===== src/rtl/serial_adder.sv =====
// rtl/serial_adder.sv - bit-serial add/subtract engine, DIGIT bits per cycle
// Operands and result move over valid/ready handshakes; one full-adder slice with a registered carry.
module serial_adder #(
  parameter int WIDTH = 8,
  parameter int DIGIT = 1
) (
  input  logic             clk,
  input  logic             rst_n,
  input  logic             ena,
  input  logic             in_valid,
  output logic             in_ready,
  input  logic [WIDTH-1:0] a,
  input  logic [WIDTH-1:0] b,
  input  logic             sub,
  output logic             out_valid,
  input  logic             out_ready,
  output logic [WIDTH-1:0] sum,
  output logic             carry_out,
  output logic             overflow,
  output logic             busy
);

  localparam int N  = WIDTH / DIGIT;
  localparam int CW = (N > 1) ? $clog2(N) : 1;
  localparam logic [CW-1:0] LAST = CW'(N - 1);

  if ((DIGIT < 1) || (WIDTH < 2) || ((WIDTH % DIGIT) != 0)) begin : g_bad_param
    $error("serial_adder: DIGIT must divide WIDTH and WIDTH must be >= 2");
  end

  typedef enum logic [1:0] {S_IDLE, S_RUN, S_DONE} state_t;

  state_t           state_q, state_d;
  logic [WIDTH-1:0] a_q, a_d;
  logic [WIDTH-1:0] b_q, b_d;
  logic [WIDTH-1:0] psum_q, psum_d;
  logic [WIDTH-1:0] sum_q, sum_d;
  logic [CW-1:0]    cnt_q, cnt_d;
  logic             carry_q, carry_d;
  logic             a_msb_q, a_msb_d;
  logic             b_msb_q, b_msb_d;
  logic             carry_out_q, carry_out_d;
  logic             overflow_q, overflow_d;

  logic [DIGIT:0]   dig;
  logic [WIDTH-1:0] psum_next;
  logic [WIDTH-1:0] b_in;

  assign dig  = {1'b0, a_q[DIGIT-1:0]} + {1'b0, b_q[DIGIT-1:0]} + {{DIGIT{1'b0}}, carry_q};
  assign b_in = sub ? ~b : b;

  // New digits enter at the MSB end so the sum is aligned after N shifts.
  if (DIGIT == WIDTH) begin : g_psum_full
    assign psum_next = dig[DIGIT-1:0];
  end else begin : g_psum_shift
    assign psum_next = {dig[DIGIT-1:0], psum_q[WIDTH-1:DIGIT]};
  end

  always_comb begin
    state_d     = state_q;
    a_d         = a_q;
    b_d         = b_q;
    psum_d      = psum_q;
    sum_d       = sum_q;
    cnt_d       = cnt_q;
    carry_d     = carry_q;
    a_msb_d     = a_msb_q;
    b_msb_d     = b_msb_q;
    carry_out_d = carry_out_q;
    overflow_d  = overflow_q;
    case (state_q)
      S_IDLE: begin
        if (ena && in_valid) begin
          state_d = S_RUN;
          a_d     = a;
          b_d     = b_in;
          carry_d = sub;
          cnt_d   = '0;
          psum_d  = '0;
          a_msb_d = a[WIDTH-1];
          b_msb_d = b_in[WIDTH-1];
        end
      end
      S_RUN: begin
        if (ena) begin
          a_d     = a_q >> DIGIT;
          b_d     = b_q >> DIGIT;
          carry_d = dig[DIGIT];
          psum_d  = psum_next;
          cnt_d   = cnt_q + CW'(1);
          if (cnt_q == LAST) begin
            state_d     = S_DONE;
            cnt_d       = '0;
            sum_d       = psum_next;
            carry_out_d = dig[DIGIT];
            overflow_d  = (a_msb_q == b_msb_q) && (psum_next[WIDTH-1] != a_msb_q);
          end
        end
      end
      S_DONE: begin
        if (ena && out_ready) begin
          state_d = S_IDLE;
        end
      end
      default: state_d = S_IDLE;
    endcase
  end

  always_ff @(posedge clk or negedge rst_n) begin
    if (!rst_n) begin
      state_q     <= S_IDLE;
      a_q         <= '0;
      b_q         <= '0;
      psum_q      <= '0;
      sum_q       <= '0;
      cnt_q       <= '0;
      carry_q     <= 1'b0;
      a_msb_q     <= 1'b0;
      b_msb_q     <= 1'b0;
      carry_out_q <= 1'b0;
      overflow_q  <= 1'b0;
    end else begin
      state_q     <= state_d;
      a_q         <= a_d;
      b_q         <= b_d;
      psum_q      <= psum_d;
      sum_q       <= sum_d;
      cnt_q       <= cnt_d;
      carry_q     <= carry_d;
      a_msb_q     <= a_msb_d;
      b_msb_q     <= b_msb_d;
      carry_out_q <= carry_out_d;
      overflow_q  <= overflow_d;
    end
  end

  assign in_ready  = (state_q == S_IDLE);
  assign busy      = (state_q == S_RUN);
  assign out_valid = (state_q == S_DONE);
  assign sum       = sum_q;
  assign carry_out = carry_out_q;
  assign overflow  = overflow_q;

endmodule


===== config.mk =====
export PLATFORM = sky130hd
export DESIGN_NAME = serial_adder
export DESIGN_NICKNAME = d
export VERILOG_FILES = /design/src/rtl/serial_adder.sv
export SDC_FILE = /design/constraint.sdc
export NUM_CORES = 1
export LEC_CHECK = 0
export CAP_MARGIN = 20
export CELL_PAD_IN_SITES_DETAIL_PLACEMENT = 1
export CELL_PAD_IN_SITES_GLOBAL_PLACEMENT = 2
export CORE_MARGIN = 3
export CORE_UTILIZATION = 34
export CTS_CLUSTER_DIAMETER = 40
export DETAILED_ROUTE_END_ITERATION = 16
export GPL_TIMING_DRIVEN = 0
export PLACE_DENSITY = 0.83
export SYNTH_ARGS = -nofsm -noshare
export SYNTH_HDL_FRONTEND = slang
export SYNTH_SLANG_ARGS = --single-unit

===== constraint.sdc =====
create_clock -name clk -period 2.25 [get_ports clk]
set_input_delay 0.675 -clock clk [delete_from_list [all_inputs] [get_ports clk]]
set_output_delay 0.675 -clock clk [all_outputs]
set_load 0.05 [all_outputs]

# Word-level counts from Yosys, hierarchy flattened

Index checks and enable logic that the tools add are counted.
Widths: inputs -> output; s select.

Word-level logic and storage cells: 55
Output and inout bits: 13
Bits of input ports: 22
Register bits: 42

Equality and inequality tests: 9
Multiplexer cells: 22
Add/subtract/negate cells: 3
Bitwise operators: 1
Reduce and logical (&&, ||, !) cells: 9

Operators with widths:

| operator            | count |
|---|---|
| $mux 8              | 7 |
| $pmux 8 s2          | 3 |
| $mux 3              | 3 |
| $mux 2              | 4 |
| $not 8->8           | 1 |
| $ne 2x1->1 const B  | 3 |
| $pmux 2 s3          | 1 |
| $pmux 3 s2          | 1 |
| $reduce_and 3->1    | 2 |
| $reduce_and 4->1    | 1 |
| $add 3x1->3 const B | 1 |
| $eq 3x3->1 const B  | 1 |
| $logic_and 1x1->1   | 3 |
| $add 1x1->2         | 1 |
| $add 2x1->2         | 1 |
| $eq 2x1->1 const B  | 1 |
| $eq 2x2->1 const B  | 1 |
| $logic_not 2->1     | 1 |
| $mux 1              | 2 |
| $ne 2x2->1 const B  | 1 |
| $pmux 1 s2          | 1 |
| $reduce_and 2->1    | 1 |
| $reduce_bool 2->1   | 1 |
| $eq 1x1->1          | 1 |
| $ne 1x1->1          | 1 |

# Longest topological paths before layout

Gate-level depths: netlist (run 1).

Depth after elaboration: 4
Depth in mapped cells: 6
Mapped depth without buffers: 5

# Worst setup path before layout (run 1)

OpenSTA, ideal clock, no wires.

Path kind: register -> output
Start: register state_q[0]
End: output out_valid
Setup slack: 306 ps
Arrival time: 1269 ps
Required time: 1575 ps
Buffers on the path: 1
Cell stages (with the launch flop): 3
Cell sequence: dfrtp_1 -> buf_2 -> nor2b_1

Cells in the longest elaborated chain, start to end: 1

Ends and longest elaborated chain:

| what                   | RTL line | RTL |
|---|---|---|
| from (decl)            | 33       | `state_t state_q, state_d;` |
| from (signal assigned) | 123      | `state_q <= state_d;` |
| $eq 2x2->1             | 139      | `assign out_valid = (state_q == S_DONE);` |
| to (decl)              | 15       | `output logic out_valid,` |

No other way between the ends.

# Worst setup path in the final report (run 1)

Start: register carry_out_q, in the netlist carry_out
End: output carry_out

RTL lines:

| what                   | RTL line | RTL |
|---|---|---|
| from (decl)            | 42       | `logic carry_out_q, carry_out_d;` |
| from (signal assigned) | 132      | `carry_out_q <= carry_out_d;` |
| to (decl)              | 18       | `output logic carry_out,` |

No word-level cell between the ends.

==> key figures, run 1 <==
Status
  – Status: finished clean

Worst setup path
  – Worst path bufs/invs: 1
  – Startpoint Class: flop
  – CP delay by family, top: buffers and inverters
  – CP Launch Point: carry_out$_DFFE_PN0P_
  – R2R setup slack: 0.45 ns
  – Arr. time, crit path: 1.48 ns
  – Instance count on the critical path: 1
  – Slowest stage cell, crit path: clkdlybuf4s50_1
  – WS Path Type: flop to primary output
  – CP cell instances: clkdlybuf4s50_1
  – RR Startpoint: cnt_q[0]$_DFFE_PN0P_
  – Worst r2r dst: sum[5]$_DFFE_PN0P_
  – CP max FO: 2
  – Worst EP required: about 1.6 ns
  – Critical Path Sink Type: primary output
  – Critical path endpoint: carry_out
  – Crit-path max cell delay: 0.82 ns
  – Cells on worst reg2reg path: 5

Logic synthesis
  – Mean Syn Cell Area: 11.6 sq um
  – Synthesized instance count: 163
  – Yosys cell types: 29
  – Asr flop ratio synth: 1.00
  – Post-Syn Nets: 188
  – Sequential fraction of the synthesis area: 0.541
  – Synth Register Bits: 41
  – Synthesized area: 0.00190 sq mm
  – YS warnings: 0
  – Primary FF master, synth: dfrtp_1
  – Post-synth EDFFs: 0

Clocking
  – CTS root buf: clkbuf_8
  – Max Buffers Root-to-Sink: 2
  – H-tree levels: 2
  – Cts bufs inserted: 5
  – CTS tree: built
  – Setup Fix Bufs, Post-CTS: 0
  – Clk sinks: 41
  – Clock Latency Late Sink: 0.29 ns
  – Clk slew on worst S/H paths: 0.08 ns

Floorplanning
  – Top-Level Pins: 35
  – Initial Util: 0.362
  – Die height: 80.7 um
  – Num rows: 26
  – Die area: 0.00651 sq mm
  – Die X: 80.7 um
  – Core area: 0.00524 sq mm

STA
  – Final-report setup violation count: 0
  – Final hold viol count: 0
  – Rel. slew slack: 0.386
  – Skew final: ~0.006 ns
  – Minimum clock period: 2.16 ns
  – Final setup margin: about 0.091 ns
  – RSZ-0062 raised after global routing: false
  – Fmax: 463 MHz
  – Period utilization: 0.959
  – Max-slew violation count: 0
  – Slew of the pin with the lowest slew margin: 0.922 ns

Pwr
  – Net switching fraction of the power: 0.382
  – Switching Power: 0.00120 W
  – Sequential share of power: 0.386
  – Clock Power Share: 0.198
  – Tot Pwr: around 0.0031 W
  – Combinational Power Share: 0.416
  – Leak pwr: around 1.0 nW
  – PwrDens: between 1000 and 1500 mW/mm^2
  – Int Power: 0.00193 W
  – Max VDD drop: roughly 0.00067 V

Global routing
  – Initial antenna violation count: 0
  – GR Overflow Total: 0
  – Total global-route track usage: 0.150
  – Vias in the first global route: between 1500 and 2000
  – First-pass GRT wire length: 7420 um
  – Pin count of the biggest net entering global routing: 42

Placement
  – DP Wirelength: 3150 um
  – Placed cell area: roughly 0.0023 sq mm
  – Port bufs: 33
  – Setup WS pre-CTS: -0.162 ns
  – GPL Wtd Cong: 0.726

Finish
  – Fin nets: 228
  – Fillers: slightly below 600
  – Area growth syn-to-layout: 27.7%
  – Multi-input gate area: 774 sq um
  – Share of cells above drive strength 1: 0.157
  – Design area: 0.00242 sq mm
  – Ant diodes: 0
  – Commonest non-fill, non-tap cell in the layout: dfrtp_1
  – Most frequent cells in the layout: dfrtp_1, o21ai_0, clkdlybuf4s50_1, mux2i_1, mux2_2
  – FF+latch area: 0.00103 sq mm
  – Final Util: 0.462

Route
  – Final ANT Viol Nets: 0
  – Drt total wl: 4340 um
  – DR pass1 iterations: 4
  – Routed vias/inst: 4.98
  – DR DRC count: 0
  – Via count: 1365
  – WL/cell: between 15 and 20 um
  – Initial DRC count: 80

Run
  – Max_cap viols: 0

Hold path
  – Worst hold path class: primary input to asynchronous set/reset pin
## worst min-delay path by stage
stage / cells after the start / slack, ns / end / start
global placement: 2 / 0.47 / carry_out$_DFFE_PN0P_ / carry_out$_DFFE_PN0P_
global route: 1 / 0.53 / cnt_q[2]$_DFFE_PN0P_ / cnt_q[2]$_DFFE_PN0P_
floorplan: 0 / 0.38 / a_msb_q$_DFFE_PN0P_ / rst_n
CTS: 1 / 0.52 / sum[3]$_DFFE_PN0P_ / sum[3]$_DFFE_PN0P_
detailed placement: 1 / 0.50 / sum[6]$_DFFE_PN0P_ / sum[6]$_DFFE_PN0P_
finish: 1 / 0.50 / sum[2]$_DFFE_PN0P_ / rst_n
## final cells by class
class / count / area share
sequential: 41 / 0.424
clock buffer: 6 / 0.0341
inverter: 4 / 0.00620
buffer: 11 / 0.0331
tap: 70 / 0.0362
timing repair buffer: 33 / 0.131
multi-input combinational: 107 / 0.320
clock inverter: 2 / 0.0155
## sequential cells by signal (all words and copies together), names as in the netlist
register   cells
a_q            8
b_q            8
sum            8
psum_q         7
cnt_q          3
state_q        2
a_msb_q        1
b_msb_q        1
carry_out      1
carry_q        1
overflow       1
## Yosys cell counts (2+ instances only)
cell type,instances,area share
dfrtp_1,41,0.54
a22o_1,8,0.037
nand2b_1,2,0.0066
a21oi_1,2,0.0053
inv_1,4,0.0079
ha_1,2,0.013
o21ai_1,5,0.013
mux2i_1,14,0.074
o21ai_0,32,0.084
mux2_2,10,0.059
buf_2,4,0.011
buf_6,4,0.024
nor2_1,4,0.0079
clkbuf_1,2,0.0040
xor2_1,8,0.037
nand2_1,8,0.016
## cells by family after synthesis
family / after synthesis / share of synthesized area
AO/OA/AOI/OAI: 49 / 0.149
flip-flops: 41 / 0.541
multiplexers: 24 / 0.133
AND/OR/NAND/NOR: 23 / 0.0654
buffers and inverters: 15 / 0.0502
XOR/XNOR: 8 / 0.0370
adder cells (fa/ha/maj): 3 / 0.0238
## what timing repair did
action | in CTS | in global routing
resized for setup | 7 | 4
hold buffers | 0 | 0
hold endpoints to repair | 0 | 0
endpoints found under the setup margin | 3 | 2
## stage by stage
stage          instances  hold WS [ns]  TNS [ns]
2_1_floorplan        163         0.379         0
3_3_place_gp         266         0.474    -20.63
3_5_place_dp         266         0.500     -1.91
4_1_cts              274         0.525         0
5_1_grt              274         0.529         0
6_report             274         0.502         0
## power by group through the flow
stage | registers (W) | clock network (W) | logic [W]
3_3_place_gp | 0.00119 | 0 | 0.00129
6_report | 0.00121 | 0.000619 | 0.00130
2_1_floorplan | 0.00138 | 0 | 0.000736
4_1_cts | 0.00121 | 0.000636 | 0.00133
5_1_grt | 0.00125 | 0.000672 | 0.00144
3_5_place_dp | 0.00122 | 0 | 0.00133
## metal layers
metal | part of all wire | routed length [um] | vias up | global-route usage
met3 | 0.037 | 161 | 7 | 0.0303
met5 | 0 | 0 | - | 0
met2 | 0.48 | 2070 | 29 | 0.239
li1 | - | - | 651 | -
met4 | 0.016 | 70 | 0 | 0.0507
met1 | 0.47 | 2040 | 678 | 0.203
No activity file was read; power rests on OpenSTA's default activity.
==> run 2: changes to the inputs <==
- CTS_BUF_LIST: unset -> sky130_fd_sc_hd__clkbuf_8 sky130_fd_sc_hd__clkbuf_16
- CTS_CLUSTER_DIAMETER: 40 -> 100
==> results of run 2 <==
No change in the layout: final DEF, timing and power equal those of run 1.
==> run 3: changes to the inputs <==
- CTS_CLUSTER_SIZE: unset -> 12
==> results of run 3 <==
No change in the layout: final DEF, timing and power equal those of run 1.
